### src/rtl/decoder_scan_sequencer.sv
// decoder_scan_sequencer: upstream driver for a 3-to-8 decoder.
// Walks the channels enabled in a latched mask, lowest index first. Each channel is
// held for a programmable dwell, followed by one break-before-make gap cycle.
// Supports single-pass and continuous scanning, stop/start control, a pass-complete
// pulse and an error pulse for an empty mask.
// Optional feature: define SCAN_PASS_CNT_EN to add the saturating pass_cnt output.
module decoder_scan_sequencer #(
    parameter int SEL_W   = 3,
    parameter int DWELL_W = 8,
    localparam int NCH    = 1 << SEL_W
) (
    input  logic               clk,
    input  logic               rst_n,
    input  logic               start,
    input  logic               stop,
    input  logic               cont,
    input  logic [NCH-1:0]     mask,
    input  logic [DWELL_W-1:0] dwell,
    output logic [SEL_W-1:0]   sel_code,
    output logic               sel_en,
    output logic               busy,
    output logic               pass_done,
    output logic               err
`ifdef SCAN_PASS_CNT_EN
    ,
    output logic [7:0]         pass_cnt
`endif
);

    typedef enum logic [1:0] {IDLE, ACTIVE, GAP} state_t;

    state_t             state, state_n;
    logic [DWELL_W-1:0] cnt, cnt_n;
    logic [NCH-1:0]     mask_q, mask_n;
    logic [DWELL_W-1:0] dwell_q, dwell_n;
    logic               cont_q, cont_n;
    logic [SEL_W-1:0]   code_n;
    logic               en_n, busy_n, pd_n, err_n;
    logic               has_next;
    logic [SEL_W-1:0]   next_ch;
    logic               dwell_term;

    // Lowest set bit of a mask (0 when the mask is empty).
    function automatic logic [SEL_W-1:0] first_set(input logic [NCH-1:0] m);
        logic [SEL_W-1:0] r;
        logic             f;
        r = '0;
        f = 1'b0;
        for (int i = 0; i < NCH; i++) begin
            if (m[i] && !f) begin
                r = SEL_W'(i);
                f = 1'b1;
            end
        end
        return r;
    endfunction

    // Search for the lowest latched-mask bit strictly above the current channel.
    always_comb begin
        has_next = 1'b0;
        next_ch  = '0;
        for (int i = 0; i < NCH; i++) begin
            if (!has_next && mask_q[i] && (i > int'(sel_code))) begin
                has_next = 1'b1;
                next_ch  = SEL_W'(i);
            end
        end
    end

    // A zero dwell behaves like a dwell of one cycle.
    assign dwell_term = (dwell_q <= DWELL_W'(1)) || (cnt == dwell_q - DWELL_W'(1));

    // Next-state and next-output logic; every output is registered from these values.
    always_comb begin
        state_n = state;
        cnt_n   = cnt;
        mask_n  = mask_q;
        dwell_n = dwell_q;
        cont_n  = cont_q;
        code_n  = sel_code;
        en_n    = 1'b0;
        busy_n  = busy;
        pd_n    = 1'b0;
        err_n   = 1'b0;
        unique case (state)
            IDLE: begin
                busy_n = 1'b0;
                if (start && !stop) begin
                    if (mask != '0) begin
                        mask_n  = mask;
                        dwell_n = dwell;
                        cont_n  = cont;
                        code_n  = first_set(mask);
                        cnt_n   = '0;
                        en_n    = 1'b1;
                        busy_n  = 1'b1;
                        state_n = ACTIVE;
                    end else begin
                        err_n = 1'b1;
                    end
                end
            end
            ACTIVE: begin
                if (stop) begin
                    cnt_n   = '0;
                    busy_n  = 1'b0;
                    state_n = IDLE;
                end else if (dwell_term) begin
                    cnt_n   = '0;
                    busy_n  = 1'b1;
                    pd_n    = !has_next;
                    state_n = GAP;
                end else begin
                    cnt_n  = cnt + DWELL_W'(1);
                    en_n   = 1'b1;
                    busy_n = 1'b1;
                end
            end
            GAP: begin
                if (stop) begin
                    busy_n  = 1'b0;
                    state_n = IDLE;
                end else if (has_next) begin
                    code_n  = next_ch;
                    en_n    = 1'b1;
                    busy_n  = 1'b1;
                    state_n = ACTIVE;
                end else if (cont_q) begin
                    if (mask != '0) begin
                        mask_n  = mask;
                        dwell_n = dwell;
                        code_n  = first_set(mask);
                        en_n    = 1'b1;
                        busy_n  = 1'b1;
                        state_n = ACTIVE;
                    end else begin
                        err_n   = 1'b1;
                        busy_n  = 1'b0;
                        state_n = IDLE;
                    end
                end else begin
                    busy_n  = 1'b0;
                    state_n = IDLE;
                end
            end
            default: begin
                busy_n  = 1'b0;
                state_n = IDLE;
            end
        endcase
    end

    // State, latched configuration and registered outputs.
    always_ff @(posedge clk or negedge rst_n) begin
        if (!rst_n) begin
            state     <= IDLE;
            cnt       <= '0;
            mask_q    <= '0;
            dwell_q   <= '0;
            cont_q    <= 1'b0;
            sel_code  <= '0;
            sel_en    <= 1'b0;
            busy      <= 1'b0;
            pass_done <= 1'b0;
            err       <= 1'b0;
        end else begin
            state     <= state_n;
            cnt       <= cnt_n;
            mask_q    <= mask_n;
            dwell_q   <= dwell_n;
            cont_q    <= cont_n;
            sel_code  <= code_n;
            sel_en    <= en_n;
            busy      <= busy_n;
            pass_done <= pd_n;
            err       <= err_n;
        end
    end

`ifdef SCAN_PASS_CNT_EN
    // Saturating count of completed passes, cleared by an accepted start.
    always_ff @(posedge clk or negedge rst_n) begin
        if (!rst_n) begin
            pass_cnt <= 8'd0;
        end else if (state == IDLE && start && !stop && mask != '0) begin
            pass_cnt <= 8'd0;
        end else if (pd_n && pass_cnt != 8'd255) begin
            pass_cnt <= pass_cnt + 8'd1;
        end
    end
`endif

endmodule

### config.mk
export PLATFORM = sky130hd
export DESIGN_NAME = decoder_scan_sequencer
export DESIGN_NICKNAME = d
export VERILOG_FILES = /design/src/rtl/decoder_scan_sequencer.sv
export SDC_FILE = /design/constraint.sdc
export NUM_CORES = 1
export LEC_CHECK = 0
export BUFFER_PORTS_ARGS = -buffer_cell sky130_fd_sc_hd__buf_2
export CAP_MARGIN = 15
export CORE_MARGIN = 5
export CORE_UTILIZATION = 30
export CTS_CLUSTER_DIAMETER = 60
export DETAILED_ROUTE_END_ITERATION = 10
export GPL_TIMING_DRIVEN = 0
export SLEW_MARGIN = 20
export SYNTH_ARGS = -nofsm -noshare
export SYNTH_HDL_FRONTEND = slang
export SYNTH_SLANG_ARGS = --single-unit
### constraint.sdc
create_clock -name clk -period 4.45 [get_ports clk]
set_input_delay 0.445 -clock clk [delete_from_list [all_inputs] [get_ports clk]]
set_output_delay 0.445 -clock clk [all_outputs]
set_load 0.005 [all_outputs]
Word level (Yosys, flattened, before mapping)
Cells that the tools add are included.
Cells by class
  add/sub/neg operators: 2
  order comparisons: 8
  eq/ne operators: 11
  mux-type cells: 148
  reductions and logical operators: 60
Operator list (number)
  $mux W8: 14
  $mux W1: 95
  $mux W3: 22
  $pmux W8 S2: 3
  $logic_and A1 B1 Y1: 28
  $logic_not A1 Y1: 22
  $mux W2: 9
  $gt A3 B3 Y1 const A: 4
  $ne A2 B2 Y1 const B: 5
  $ne A3 B3 Y1 const B: 3
  $reduce_and A3 Y1: 3
  $add A8 B1 Y8 const B: 1
  $eq A8 B8 Y1: 1
  $le A8 B1 Y1 const B: 1
  $reduce_bool A8 Y1: 1
  $sub A8 B1 Y8 const B: 1
  $gt A2 B3 Y1 const A: 2
  $pmux W1 S3: 2
  $pmux W2 S3: 1
  $pmux W3 S2: 1
  $reduce_and A6 Y1: 1
  $reduce_and A5 Y1: 1
  $reduce_bool A2 Y1: 2
  $gt A1 B3 Y1 const A: 1
  5 further kinds: 5
Storage, ports and cells
  flip-flop bits (word level): 34
  bits of input ports: 21
  output and inout bits: 7
  logic and storage cells: 239

Depth between registers and ports, before layout
  depth after elaboration: 86
  depth in mapped cells: 10

Worst setup path after synthesis
No wires, ideal clock.
  path kind: register to register
  from: reg dwell_q[0]
  to: reg cnt[2]
  library setup time: 0.129 ns
  arrival time: 2.151 ns
  data required time: 4.321 ns
  path slack: 2.169 ns
  stages on the path, launching flop included: 8
  buffers on the path: 1
  period minus slack after synthesis: 2.281 ns
  cell sequence: dfrtp_1 -> or4_1 -> or3_1 -> a2111oi_2 -> a31oi_1 -> buf_6 -> a31oi_1 -> o22ai_1
Between the ends
  cells in the longest elaborated chain, start to end: 6
Ends and longest elaborated chain
  start: declaration: line 35  | logic [DWELL_W-1:0] dwell_q, dwell_n;
  start signal: assignment: line 170  | dwell_q <= dwell_n;
  $sub A8 B1 Y8: line 71  | assign dwell_term = (dwell_q <= DWELL_W'(1)) || (cnt == dwell_q - DWELL_W'(1));
  $eq A8 B8 Y1: line 71
  $logic_or A1 B1 Y1 *: line 71
  $mux W8 *: line 108  | end else if (dwell_term) begin
  $mux W8 *: line 104  | if (stop) begin
  $pmux W8 S2 *: line 85  | unique case (state)
  end signal: assignment: line 168  | cnt <= cnt_n;
  end: declaration: line 33  | logic [DWELL_W-1:0] cnt, cnt_n;
Every way passes the cells marked *; elsewhere a longest branch is shown, timed or not.
A chain may end at the register's enable or synchronous reset.

Final worst setup path
  from: reg sel_code[2]
  to: reg dwell_q[4]
Between the ends
  cells in the longest elaborated chain, start to end: 29
Ends and longest elaborated chain
  start: declaration: line 19  | output logic [SEL_W-1:0] sel_code,
  start signal: assignment: line 172  | sel_code <= code_n;
  $gt A1 B3 Y1: line 63  | if (!has_next && mask_q[i] && (i > int'(sel_code))) begin
  $logic_and A1 B1 Y1: line 63
  $mux W1: line 63
  $logic_not A1 Y1: line 63
  $logic_and A1 B1 Y1 (2 in series): line 63
  $mux W1: line 63
  $logic_not A1 Y1: line 63
  $logic_and A1 B1 Y1 (2 in series): line 63
  [9 not listed]
  $logic_not A1 Y1: line 63
  $logic_and A1 B1 Y1 (2 in series): line 63
  $mux W1: line 63
  $logic_not A1 Y1: line 63
  $logic_and A1 B1 Y1 (2 in series): line 63
  $mux W1 *: line 63
  $ne A2 B2 Y1 (no source line) *
  $reduce_and A5 Y1 (no source line) *
Marked as above.

==> results.yml <==
cts:
  cts-buffers-inserted: 5
  max-clock-path-buffers: 2
  post_cts.repair.setup_buffers: 0
  clk-insertion-delay-late_ps: 280
  tritoncts_num_sinks: 33
  cts_tree: "done"
  clk_transition_reported_paths_ps: 70
  post_cts_resize_count: 0
  clock_tree.root_cell: "clkbuf_8"
  htreeDepth: 2
  ctsHoldBuffers: 0
timing:
  tns_ps: 0
  rsz0062_at_grt: "false"
  clock.fmax_ghz: 0.385
  max_slew_margin: 0.502
  period_needed_ps: 2600
  setup_viol_count_final: 0
  final_min_period_over_clock_period: 0.584
  final-hold-violation-count: 0
  setup_ws_ps: 1850
  fin_worst_skew_ps: 3.48
  final_max_slew_viols: 0
  tightest_slew_ps: 747
floorplanning:
  rows: 29
  die_width_um: 90.0
  dieHeight_um: 90.0
  io_pins: 28
  fp.coreArea_um2: 6280
  floorplan.die_area_um2: 8110
  start_util: 0.306
synth:
  post-synth-top-area-cell: "dfrtp_1"
  ys_ff_latch: 33
  synth.yosys.seq_area_share: 0.430
  postSynth.asyncResetShare: 1.00
  syn-instance-count: 199
  yosys_most_used_dff: "dfrtp_1"
  post_synth_instance_area_um2: 1920
  ys_top_cells_by_count: "33 x dfrtp_1, 19 x mux2_2, 19 x nand2_1, 13 x a21oi_1, 12 x inv_1"
  yosys_warnings: 0
  synth_top_cell_area_share: 0.430
  count_of_flip_flops_with_a_built_in_enable_after_synthesis: 0
  post_synth.cell_area_avg_um2: 9.66
  synth.distinct_cells: 45
  synth_most_common_cell: "dfrtp_1"
  synth_fp_nets: 223
  cell_types_with_the_largest_area_share_after_synthesis: "dfrtp_1 43%, mux2_2 11%, nand2_1 3.7%, a21oi_1 3.4%, xnor2_1 2.7%"
final_layout:
  flow.area_growth_from_synthesis_pct: 16.8
  finalNetCount: 257
  final_layout_size_suffix_gt1_frac: 0.262
  antennaDiodeCount: 0
  layout.cells.non_filler: 310
setup_path:
  startpoint: "sel_code[2]"
  worstRegToRegCells: 9
  critPathTopFamily: "buffers and inverters"
  critPathArrivalTime_ps: 2770
  crit_path_top_delay_cell: "dfrtp_1"
  r2r_setup_slack_ps: 1850
  cp_slowest_stage_delay_ps: 360
  worst-path-stages: 9
  endpoint_kind: "register"
  critical_path_class: "reg2reg"
  worst-path-max-fanout: 10
  cp_cell_sequence: "clkbuf_1, inv_1, o311ai_0, nand2_1, o21ai_2, nor2b_1, buf_2, buf_4, mux2_2"
  worstPathBufferInverterCount: 4
  cp.required_ps: 4620
  r2r-start: "sel_code[2]"
  crit_path_start_kind: "register"
routing:
  final_antenna_net_count: 0
  dr.first_iter.drc_count: 59
  vias: 1604
  firstDrtPassIters: 4
  routed_wire_length_per_instance_um: 13.7
  postRouteWirelength_um: 4260
  vias_per_cell: 5.17
  detail_route.drc_violations: 0
power_and_ir_drop:
  power.leakage_nw: 0.981
  power-per-cell-area_nw_per_um2: 421
  ir_worst_vdd_v: 0.000234
  totalPowerFinal_mw: 0.944
placed_design:
  port_buffers: 27
  dpl.cell_count: 303
  total_half_perimeter_wirelength_after_legalization_and_detailed_placement_um: 3170
  pre_cts_worst_setup_slack_ps: 1860
  gp_congestion: 0.780
run_status:
  outcome: "finished clean"
job:
  max_cap_violations: 0
global_route:
  grt_max_degree: 34
  grt_antenna_before_repair: 0
  number_of_global_route_vias_before_repair: 1524
  global_route.usage.total: 0.112
  globalRoute.totalOverflow: 0
  grt_pass1_wl_um: 7470
min_path:
  hp-class: "in2async"
placed cells by master (no fill, tap or decap), types with 2 or more instances in the layout:
master	count
o22ai_1	3
o21bai_1	4
buf_2	28
ha_1	3
nor2_1	11
inv_1	12
o21ai_0	5
a21oi_1	13
nor2b_1	6
or4_1	2
nand2b_1	3
a31oi_1	7
o311ai_0	3
nand2_1	19
dfrtp_1	33
and3_1	3
clkbuf_8	6
mux2_2	19
nor4_1	4
nand4_1	6
or3_1	2
nand3_1	5
xnor2_1	6
clkbuf_1	3
xor2_1	3
nor3_1	4
sequential cells by signal (all words and copies together), names as in the netlist:
name / flops
cnt: 8
mask_q: 7
err: 1
sel_en: 1
pass_done: 1
state: 2
sel_code: 3
busy: 1
cont_q: 1
dwell_q: 8
cell type report:
cell class,instances,area [um2]
Sequential cell,33,826
Multi-Input combinational cell,149,1020
Fill cell,653,4030
Buffer,5,31.3
Timing Repair Buffer,27,135
Tap cell,77,96.3
Inverter,12,45.0
Clock buffer,7,86.3
through the flow:
stage	hold WS, ps	utilization	instance area [um2]
2_1_floorplan	149	-	1920
3_3_place_gp	483	0.343	2150
3_5_place_dp	491	0.343	2150
4_1_cts	248	0.357	2240
5_1_grt	286	0.358	2240
6_report	225	0.358	2240
power breakdown:
group	total, mW	internal [mW]	switching (mW)
sequential	0.436	0.359	0.0766
combinational	0.278	0.142	0.137
clock	0.230	0.123	0.107
total	0.944	0.623	0.321
cells by family (layout without fill, tap and decap cells):
| group | Yosys count | count (layout) | share of synthesized area |
|---|---|---|---|
| AOI/OAI and AO/OA | 48 | 48 | 0.169 |
| xor gates and xnor gates | 9 | 9 | 0.0410 |
| adders and majority gates | 3 | 3 | 0.0195 |
| buffers and inverters | 17 | 51 | 0.0397 |
| DFF | 33 | 33 | 0.430 |
| muxes | 20 | 20 | 0.117 |
| and+or+nand+nor | 69 | 69 | 0.185 |
final timing paths:
| kind | to |
|---|---|
| setup / recovery | dwell_q[4] |
| hold / removal | mask_q[2] |
| hold reg to reg | cont_q |
| min in group clk | dwell_q[5] |
| max in group asynchronous | sel_code[2] |
| setup reg to reg | dwell_q[4] |
metal layers:
layer | share of wire | wire length (um) | GRT usage
met3 | 0.037 | 159 | 0.0301
met5 | 0 | 0 | 0
met1 | 0.49 | 2070 | 0.150
met4 | 0.016 | 70 | 0.0409
met2 | 0.46 | 1960 | 0.171
No activity file was read; power rests on OpenSTA's default activity.
